## config.mk

```make
export PLATFORM = sky130hd
export DESIGN_NAME = code_lock_fsm
export DESIGN_NICKNAME = d
export VERILOG_FILES = /design/src/rtl/code_lock_fsm.sv
export SDC_FILE = /design/constraint.sdc
export NUM_CORES = 1
export LEC_CHECK = 0
export ABC_AREA = 1
export ABC_CLOCK_PERIOD_IN_PS = 3700
export CAP_MARGIN = 0
export CORE_ASPECT_RATIO = 0.8
export CORE_MARGIN = 4
export CORE_UTILIZATION = 45
export DETAILED_ROUTE_END_ITERATION = 16
export PLACE_DENSITY = 0.74
export SYNTH_ARGS = -nofsm -noshare
export SYNTH_HDL_FRONTEND = slang
export SYNTH_SLANG_ARGS = --single-unit
export TNS_END_PERCENT = 50
```

## constraint.sdc

```tcl
create_clock -name clk -period 3.7 [get_ports clk]
set_input_delay 0.555 -clock clk [delete_from_list [all_inputs] [get_ports clk]]
set_output_delay 0.555 -clock clk [all_outputs]
set_load 0.005 [all_outputs]
```

## src/rtl/code_lock_fsm.sv

```systemverilog
// code_lock_fsm: keypad code-entry controller. Compares BCD digits submitted
// on rising edges of `insere` against a CODE_LEN-digit code, tolerates up to
// MAX_ERRORS wrong digits, and drives a 7-segment display plus an error LED.
// Optional feature: define CODE_LOCK_TIMEOUT_EN to discard entry progress
// after TIMEOUT_CYCLES clock cycles without a submit.
module code_lock_fsm #(
  parameter int                    CODE_LEN       = 6,
  parameter logic [4*CODE_LEN-1:0] CODE           = 24'h589204,
  parameter int                    MAX_ERRORS     = 1,
  parameter int                    TIMEOUT_CYCLES = 1000
) (
  input  logic       clk,
  input  logic       reset,
  input  logic       insere,
  input  logic [3:0] numero,
  input  logic       limpa,
  output logic [1:0] estado,
  output logic [3:0] pos,
  output logic [2:0] erros,
  output logic [6:0] display,
  output logic       led
);

  typedef enum logic [1:0] {
    ST_ENTRY   = 2'd0,
    ST_SUCCESS = 2'd1,
    ST_PARTIAL = 2'd2,
    ST_FAIL    = 2'd3
  } state_t;

  state_t     state;
  logic [3:0] last_digit;
  logic       insere_q;

  logic       submit;
  logic       digit_valid;
  logic [3:0] expected_digit;
  logic [3:0] pos_next;
  logic [3:0] err_next;
  logic       err_limit;
  logic [2:0] err_sat;
  logic       timeout_hit;

  // Seven-segment pattern (active-low, g in bit 0) for a BCD digit.
  function automatic logic [6:0] seg7(input logic [3:0] d);
    case (d)
      4'd0:    seg7 = 7'b0000001;
      4'd1:    seg7 = 7'b1001111;
      4'd2:    seg7 = 7'b0010010;
      4'd3:    seg7 = 7'b0000110;
      4'd4:    seg7 = 7'b1001100;
      4'd5:    seg7 = 7'b0100100;
      4'd6:    seg7 = 7'b0100000;
      4'd7:    seg7 = 7'b0001111;
      4'd8:    seg7 = 7'b0000000;
      4'd9:    seg7 = 7'b0000010;
      default: seg7 = 7'b1111111;
    endcase
  endfunction

  assign submit      = insere & ~insere_q;
  assign digit_valid = (numero <= 4'd9);
  assign pos_next    = pos + 4'd1;
  assign err_next    = {1'b0, erros} + 4'd1;
  assign err_limit   = (err_next > MAX_ERRORS[3:0]);
  assign err_sat     = err_next[3] ? 3'd7 : err_next[2:0];
  assign estado      = state;

  // Select the code digit expected at the current position (digit 0 is the MSB nibble).
  always_comb begin
    expected_digit = 4'd0;
    for (int i = 0; i < CODE_LEN; i++) begin
      if (pos == i[3:0]) expected_digit = CODE[4*(CODE_LEN-1-i) +: 4];
    end
  end

`ifdef CODE_LOCK_TIMEOUT_EN
  localparam int TW = $clog2(TIMEOUT_CYCLES + 1);

  logic [TW-1:0] idle_cnt;
  logic          idle_running;

  assign idle_running = (state == ST_ENTRY) && ((pos != 4'd0) || (erros != 3'd0));
  assign timeout_hit  = idle_running && (idle_cnt == TW'(TIMEOUT_CYCLES - 1));

  // Inactivity counter: only runs while a partially entered code is pending.
  always_ff @(posedge clk) begin
    if (!reset) begin
      idle_cnt <= '0;
    end else if (limpa || submit || timeout_hit || !idle_running) begin
      idle_cnt <= '0;
    end else begin
      idle_cnt <= idle_cnt + TW'(1);
    end
  end
`else
  assign timeout_hit = 1'b0;
`endif

  // Main controller: edge detect, digit comparison, error tracking and LED pulse.
  always_ff @(posedge clk) begin
    if (!reset || limpa) begin
      state      <= ST_ENTRY;
      pos        <= 4'd0;
      erros      <= 3'd0;
      last_digit <= 4'd0;
      led        <= 1'b0;
      insere_q   <= 1'b0;
    end else begin
      insere_q <= insere;
      led      <= 1'b0;
      if (submit) begin
        if (digit_valid && (state == ST_ENTRY)) begin
          last_digit <= numero;
          if (numero == expected_digit) begin
            pos <= pos_next;
            if (pos_next == CODE_LEN[3:0]) begin
              state <= (erros == 3'd0) ? ST_SUCCESS : ST_PARTIAL;
            end
          end else begin
            erros <= err_sat;
            led   <= 1'b1;
            if (err_limit) state <= ST_FAIL;
          end
        end
      end else if (timeout_hit) begin
        pos        <= 4'd0;
        erros      <= 3'd0;
        last_digit <= 4'd0;
      end
    end
  end

  // Display is decoded combinationally from the registered state.
  always_comb begin
    display = 7'b0000001;
    case (state)
      ST_ENTRY: begin
        if ((pos == 4'd0) && (erros == 3'd0)) display = 7'b0000001;
        else                                  display = seg7(last_digit);
      end
      ST_SUCCESS: display = 7'b0100100;
      ST_PARTIAL: display = 7'b0011000;
      ST_FAIL:    display = 7'b0111000;
      default:    display = 7'b0000001;
    endcase
  end

endmodule
```

# After elaboration in Yosys (flattened, before gate mapping)
# Memories as Yosys holds them, arrays and structs flattened. A register that Yosys moved wholly into a read port is not among the register bits.
# Cells that the tools add are included.
word_totals:
  mem_bits_ro: 112
  regBits: 15
  memories: 1
  wordCells: 56
memory_table:
  columns: ["name", "depth", "width", "rd", "rd_ports_with_merged_regs", "write_ports", "line_no", "text"]
  rows:
  - ["(name not given)", 16, 7, 1, 1, 0, "46", "case (d)"]
classes:
  mux: 16
  eq_ne: 11
  addsub: 2
  reduce_logical: 13
  n_lt_le_gt_ge: 2
  bitwise: 5
op_table:
  columns: ["cell", "n"]
  rows:
  - ["2-to-1 mux 4 bit", 7]
  - ["case mux 7 bit (4 select lines)", 1]
  - ["== test 4 x 3 -> 1 bit (second input constant)", 3]
  - ["== test 4 x 2 -> 1 bit (second input constant)", 2]
  - ["2-to-1 mux 2 bit", 4]
  - ["2-to-1 mux 7 bit", 1]
  - ["2-to-1 mux 3 bit", 2]
  - ["AND reduction 3 bit", 2]
  - ["adder 3 x 1 -> 4 bit (second input constant)", 1]
  - ["adder 4 x 1 -> 4 bit (second input constant)", 1]
  - ["== test 2 bit (second input constant)", 2]
  - ["== test 4 x 1 -> 1 bit (second input constant)", 1]
  - ["== test 4 bit", 1]
  - ["> comparator 4 x 1 -> 1 bit (second input constant)", 1]
  - ["less-or-equal comparator 4 bit (second input constant)", 1]
  - ["zero test 4 bit", 1]
  - ["NOT 1 bit", 4]
  - ["AND reduction 4 bit", 1]
  - ["zero test 3 bit", 1]
  - ["OR reduction 3 bit", 1]
  - ["== test 2 x 1 -> 1 bit (second input constant)", 1]
  - ["logical AND 1 bit", 2]
  - ["zero test 2 bit", 1]
  - ["inequality test 2 x 1 -> 1 bit (second input constant)", 1]
  - ["6 further kinds", 6]

# Depth between registers and ports, before layout
# Gate-level depths: netlist of run 1.
logic_depth:
  word_depth: 10
  mapped_depth: 16
  ltp_nobuf: 16

# Worst setup path before layout of run 1
# OpenSTA, ideal clock, no wires.
synth_timing:
  kind: "input-to-reg"
  startpoint: "in insere"
  endpoint: "reg with a tool-made name"
  path_slack_ns: 1.713
  arrival_ns: 1.863
  path_stages: 11
  n_path_buf: 1
  t_required_ns: 3.576
  setup_ns: 0.124
  cell_sequence: "inv_1 > or2_0 > nor2_1 > nand2_1 > inv_2 > buf_4 > o21bai_1 > inv_1 > ha_1 > o21ai_0 > o21ai_0"
synth_lines:
  columns: ["element", "line_no", "text"]
  rows:
  - ["start: declaration", "14", "input logic insere,"]

# Worst setup path in the final report of run 1
layout_timing:
  startpoint: "reg pos[0]"
  endpoint: "out display[5]"
layout_via:
  elab_chain_len: 4
layout_lines:
  columns: ["element", "line_no", "text"]
  rows:
  - ["start: declaration", "18", "output logic [3:0] pos,"]
  - ["start signal: assignment", "116", "pos <= pos_next;"]
  - ["zero test 4 bit", "139", "if ((pos == 4'd0) && (erros == 3'd0)) display = 7'b0000001;"]
  - ["logical AND 1 bit", "139", null]
  - ["2-to-1 mux 7 bit", "139", null]
  - ["case mux 7 bit (4 select lines)", "137", "case (state)"]
  - ["end: declaration", "20", "output logic [6:0] display,"]
# No other way between the ends.

==> results.cfg, run 1 <==
[outcome]
outcome = finished, final reports clean

[die]
placement_rows = 17
initial_utilization = 0.492
floorplan.io_pins = 25
dieWidth_um = 70.9
die_y_um = 58.3
design.die.area_um2 = 4130
core_area_um2 = 2890

[grt]
global_route_wire_length_before_repair_um = 4910
grt_max_degree = 14
grt_pass1_vias = 1076
globalRoute.totalOverflow = 0
number_of_antenna_violations_at_the_first_check_in_global_routing = 0
grt_usage = 0.147

[logic_synthesis]
yosysUniqueCellTypes = 28
mappedNetlistArea_um2 = 1420
yosys.area.top_type = dfxtp_1
synth_sequential_area_ratio = 0.310
yosys_warnings = 0
synth_largest_type_area_fraction = 0.310
postSynthAreaPerCell_um2 = 6.84
synth_nets = 228
synth.area.top_cells = dfxtp_1 (31%), ha_1 (11%), nand2_1 (11%)
synthesis.instances = 208
synth.ff_latch_count = 22

[sta]
slew_viol_final = 0
totalNegativeSetupSlack_ns = 0
final_min_period_over_clock_period = 0.715
report.final.hold_viol_count = 0
unrepaired_setup_endpoints_after_global_routing = no
timing_worst_slew_pin_value_ns = 0.456
skew_ns = 0.00370
finalCriticalPeriod_ns = 2.65
max_freq_ghz = 0.378
report.final.setup_viol = 0
slew_headroom = 0.695

[pwr]
p_leak_nw = 0.884
vdd_ir_drop_max_mv = 0.216
power_density_nw_per_um2 = 311

[routing]
wl_per_cell_um = 10.4
via_count = 1247
post-route-drc-count = 0
postRouteAntennaNets = 0
viasPerCell = 4.57
detailedRoute.firstPassIterationCount = 4
detail_route.iter0.violations = 71
postRouteWirelength_um = 2840

[hold_path]
min-delay-path-class = reg -> reg
hold_path_depth = 2
hold_start = erros[1]

[critical_path]
setup.worst_path.class = reg -> out
endpoint_kind = primary output
timing.critical_path.slowest_cell_delay_ns = 0.53
cp_num_cells = 8
path_cells = inv_1, ha_1, nand2_1, nor2_1, inv_1, nand2_1, o21ai_0, clkdlybuf4s50_1
cp.buffers_inverters = 3
cp_slowest_cell = clkdlybuf4s50_1
timing.rr.start = estado[0]
cp_data_required_time_ns = 3.14
reg2regPathDepth = 10
critical_path_maximum_fanout = 7
crit_start = pos[0]
critical-path-top-delay-family = buffers and inverters
critical_path.startpoint_type = flip-flop
arrival_ns = 2.09

[clock_network]
cts.hold.buffers_added = 0
cts_tree = done
clock-sinks = 22
ctsHtreeMaxLevel = 1
tritoncts.num_buffers = 3
clockBufferDepth = 2
root_buffer = clkbuf_8
cts.repair.resized = 0
worst_skew_pair.late_latency_ns = 0.26
postCtsSetupBuffers = 0
clk_pin_slew_worst_paths_ns = 0.08

[placement]
port_buffers = 24
place_congestion = 0.784
dp.final_hpwl_um = 2260
dp_cells = 269

[final_layout]
finish.cell_count_without_fillers = 273
final.fill_count = 293
drive_gt1_frac = 0.136
design.final.nets = 256
multiInputGateArea_um2 = 815
syn2layout_area_growth_pct = 25.0
regArea_um2 = 440
n_antenna_cell = 0

[run]
maxCapViolCount = 0
final cells by class:
type	instances	share of cell area
clock buffers	3	0.0232
clock inverters	1	0.0169
inverters	40	0.0880
multi-input cells	144	0.458
flip-flops and latches	22	0.248
well taps	38	0.0267
repair buffers	25	0.139
path summary, 6_finish.rpt:
check                to  slack [ns]
max          display[5]        1.05
min            erros[1]        0.53
max reg2reg   flip-flop        1.60
min reg2reg    erros[1]        0.53
layer usage:
metal | routed length, um | global-route usage | share of wire
met5 | 0 | 0 | 0
met3 | 188 | 0.0410 | 0.066
met1 | 1560 | 0.228 | 0.55
met2 | 1070 | 0.198 | 0.38
met4 | 19 | 0.0295 | 0.0067
where the power goes:
part | leakage [nW] | total, mW | switching, mW | internal [mW]
clock network | 0.0357 | 0.224 | 0.0794 | 0.145
logic | 0.669 | 0.0788 | 0.0453 | 0.0335
registers | 0.179 | 0.251 | 0.00448 | 0.246
total | 0.884 | 0.553 | 0.129 | 0.424
Yosys cell counts, drive strengths merged:
cell     n
a21oi    5
buf      1
clkbuf   1
clkinv   2
dfxtp   22
ha      12
inv     38
nand2   50
nand3   13
nand4    3
nor2    33
nor3     1
o211ai   2
o21ai   17
o21bai   2
o31ai    1
or2      3
xnor2    1
xor2     1
metrics by stage:
step	utilization	hold slack (ns)	cell area (um^2)	total power [mW]	setup slack, ns
4_1_cts	0.615	0.535	1780	0.558	1.03
6_report	0.615	0.529	1780	0.553	1.05
2_1_floorplan	-	0.500	1420	0.307	1.71
3_3_place_gp	0.590	0.512	1710	0.334	1.07
5_1_grt	0.615	0.579	1780	0.578	0.833
3_5_place_dp	0.590	0.521	1710	0.335	1.03
placed cells by master (no fill, tap or decap), types with 5 or more instances in the layout:
cell / n
nand2_1: 40
inv_1: 35
nor2_1: 25
clkdlybuf4s50_1: 24
dfxtp_1: 22
ha_1: 12
o21ai_0: 11
nand3_1: 11
nand2_2: 8
o21ai_1: 6
nor2_2: 5
a21oi_1: 5
cell families (layout without fill, tap and decap cells):
| kind of cell | Yosys count | in the layout | share of synthesized area |
|---|---|---|---|
| buffers and inverters | 42 | 69 | 0.118 |
| flip-flops | 22 | 22 | 0.310 |
| adder cells (fa/ha/maj) | 12 | 12 | 0.106 |
| AND/OR/NAND/NOR | 103 | 103 | 0.351 |
| XOR/XNOR | 2 | 2 | 0.0123 |
| AO/OA/AOI/OAI | 27 | 27 | 0.104 |
worst min-delay path: cells and delay by family (launching register included):
kind	cells	cell delay, ns
simple gates	1	0.08
compound gates	1	0.06
flops	1	0.35
Power figures use the tool's default switching activity.
==> inputs of run 2 (changes only) <==
--- a/config.mk
+++ b/config.mk
@@ -6,7 +6,7 @@
 export NUM_CORES = 1
 export LEC_CHECK = 0
 export ABC_AREA = 1
-export ABC_CLOCK_PERIOD_IN_PS = 3700
+export ABC_CLOCK_PERIOD_IN_PS = 2650
 export CAP_MARGIN = 0
 export CORE_ASPECT_RATIO = 0.8
 export CORE_MARGIN = 4
==> constraint.sdc (replaced) <==
create_clock -name clk -period 2.65 [get_ports clk]
set_input_delay 0.3975 -clock clk [delete_from_list [all_inputs] [get_ports clk]]
set_output_delay 0.3975 -clock clk [all_outputs]
set_load 0.005 [all_outputs]
==> run 2 against run 1 <==
Net effect:
- critical endpoint is now display[4]
- clock-buffer cell count stayed put
- non-clock buffer count increased by 1
- worst hold slack lost 0.026 ns
- clock power up 41%
- largest cell class unchanged
- final area increased by 0.63%
- setup slack lost 0.80 ns
- sequential cell count unchanged
- critical path type unchanged
==> results.cfg, run 2 (synthesis gave the netlist of run 1 again) <==
[grt]
grt_usage = 0.142
number_of_antenna_violations_at_the_first_check_in_global_routing = 0
grt_max_degree = 14
grt_pass1_vias = 1081
globalRoute.totalOverflow = 0
global_route_wire_length_before_repair_um = 4820

[critical_path]
critical_path.startpoint_type = flip-flop
cp_data_required_time_ns = 2.25
path_cells = inv_1, ha_1, inv_1, nor2_1, inv_1, nor2_1, inv_2, nand2_1, o21ai_0, clkdlybuf4s50_1
cp_slowest_cell = clkdlybuf4s50_1
timing.critical_path.slowest_cell_delay_ns = 0.53
timing.rr.start = estado[0]
worst_path_most_repeated_cell = inv_1
critical_path_maximum_fanout = 6
setup.worst_path.class = reg -> out
crit_start = erros[0]
rrSetupSlack_ns = 0.66
endpoint_kind = primary output
arrival_ns = 2.00

[sta]
skew_ns = 0.00361
max_freq_ghz = 0.418
slew_viol_final = 0
finalCriticalPeriod_ns = 2.39
final_min_period_over_clock_period = 0.904
timing_worst_slew_pin_value_ns = 0.428
unrepaired_setup_endpoints_after_global_routing = no
totalNegativeSetupSlack_ns = 0
report.final.setup_viol = 0
slew_headroom = 0.714
report.final.hold_viol_count = 0

[die]
dieWidth_um = 70.9
floorplan.io_pins = 25
design.die.area_um2 = 4130
die_y_um = 58.3
initial_utilization = 0.492
core_area_um2 = 2890
placement_rows = 17

[routing]
detail_route.iter0.violations = 62
postRouteAntennaNets = 0
via_count = 1288
detailedRoute.firstPassIterationCount = 5
post-route-drc-count = 0
viasPerCell = 4.70
postRouteWirelength_um = 2800
wl_per_cell_um = 10.2

[final_layout]
syn2layout_area_growth_pct = 25.8
n_antenna_cell = 0
drive_gt1_frac = 0.157
layout.cell_area.non_filler_um2 = 1790
layout.cells.most_common_list = nand2_1 (40), inv_1 (34), nor2_1 (25)
design.final.nets = 257
most_common_cell_after_layout_fill_and_taps_aside = nand2_1

[pwr]
switching_share = 0.236
power.share.combinational = 0.145
design_power_total_mw = 0.777
p_leak_nw = 0.888
vdd_ir_drop_max_mv = 0.280
p_int_mw = 0.594
power_density_nw_per_um2 = 434
switching_power_mw = 0.183
pwr-share-seq = 0.450
p_clk_frac = 0.405

[clock_network]
postCtsSetupBuffers = 0
worst_skew_pair.late_latency_ns = 0.26
clk_pin_slew_worst_paths_ns = 0.08
root_buffer = clkbuf_8
clock-sinks = 22
cts.hold.buffers_added = 0
clockBufferDepth = 2
cts.repair.resized = 0
ctsHtreeMaxLevel = 1
cts_tree = done
tritoncts.num_buffers = 3

[placement]
port_buffers = 24
placement.cell_area_um2 = 1710
place_congestion = 0.758
dp.final_hpwl_um = 2200

[hold_path]
hold_start = erros[1]
min-delay-path-class = reg -> reg

[outcome]
outcome = finished, final reports clean

[run]
maxCapViolCount = 0
[run 2: cell types whose count changed in the layout (fill, tap and decap cells not counted)]
cell and delta:
dfxtp_1 -3, inv_2 +1, buf_4 +1, dfxtp_2 +3, inv_1 -1
[run 2: final timing paths]
path	endpoint	cells after the start
hold reg to reg	erros[1]	2
setup / recovery	display[4]	10
hold / removal	erros[1]	2
setup reg to reg	flip-flop	10
[run 2: critical path, delay by kind of cell (launching register included)]
family	cells	cell delay [ns]
buffers and inverters	5	0.84
flip-flops	1	0.36
adder cells (fa/ha/maj)	1	0.21
AND/OR/NAND/NOR	3	0.15
AO/OA/AOI/OAI	1	0.15
[run 2: final cells by class]
cell class,count,area (um^2)
Fill cell,287,1100
Multi-Input combinational cell,144,815
Sequential cell,22,444
Timing Repair Buffer,26,255
Inverter,40,156
Tap cell,38,47.5
Clock buffer,3,41.3
Clock inverter,1,30.0
[run 2: metrics by stage]
step                worst slack [ns]  utilization  std cells  hold WS (ns)
CTS                            0.102        0.617        274         0.529
detailed placement             0.142        0.593        270         0.515
floorplan                      0.792            -        208         0.500
global route                  0.0152        0.619        274         0.544
finish                         0.256        0.619        274         0.503
global placement               0.201        0.593        270         0.508
[run 2: routing by layer]
metal	GRT usage	routed length (um)
met1	0.201	1440
met2	0.219	1180
met3	0.0375	168
met4	0.0241	15
met5	0	0
[run 2: power groups by stage]
stage / clock (mW) / sequential, mW / combinational, mW
floorplan: 0 / 0.356 / 0.0725
global placement: 0 / 0.357 / 0.110
detailed placement: 0 / 0.357 / 0.112
CTS: 0.322 / 0.349 / 0.113
global route: 0.337 / 0.351 / 0.128
finish: 0.315 / 0.349 / 0.113
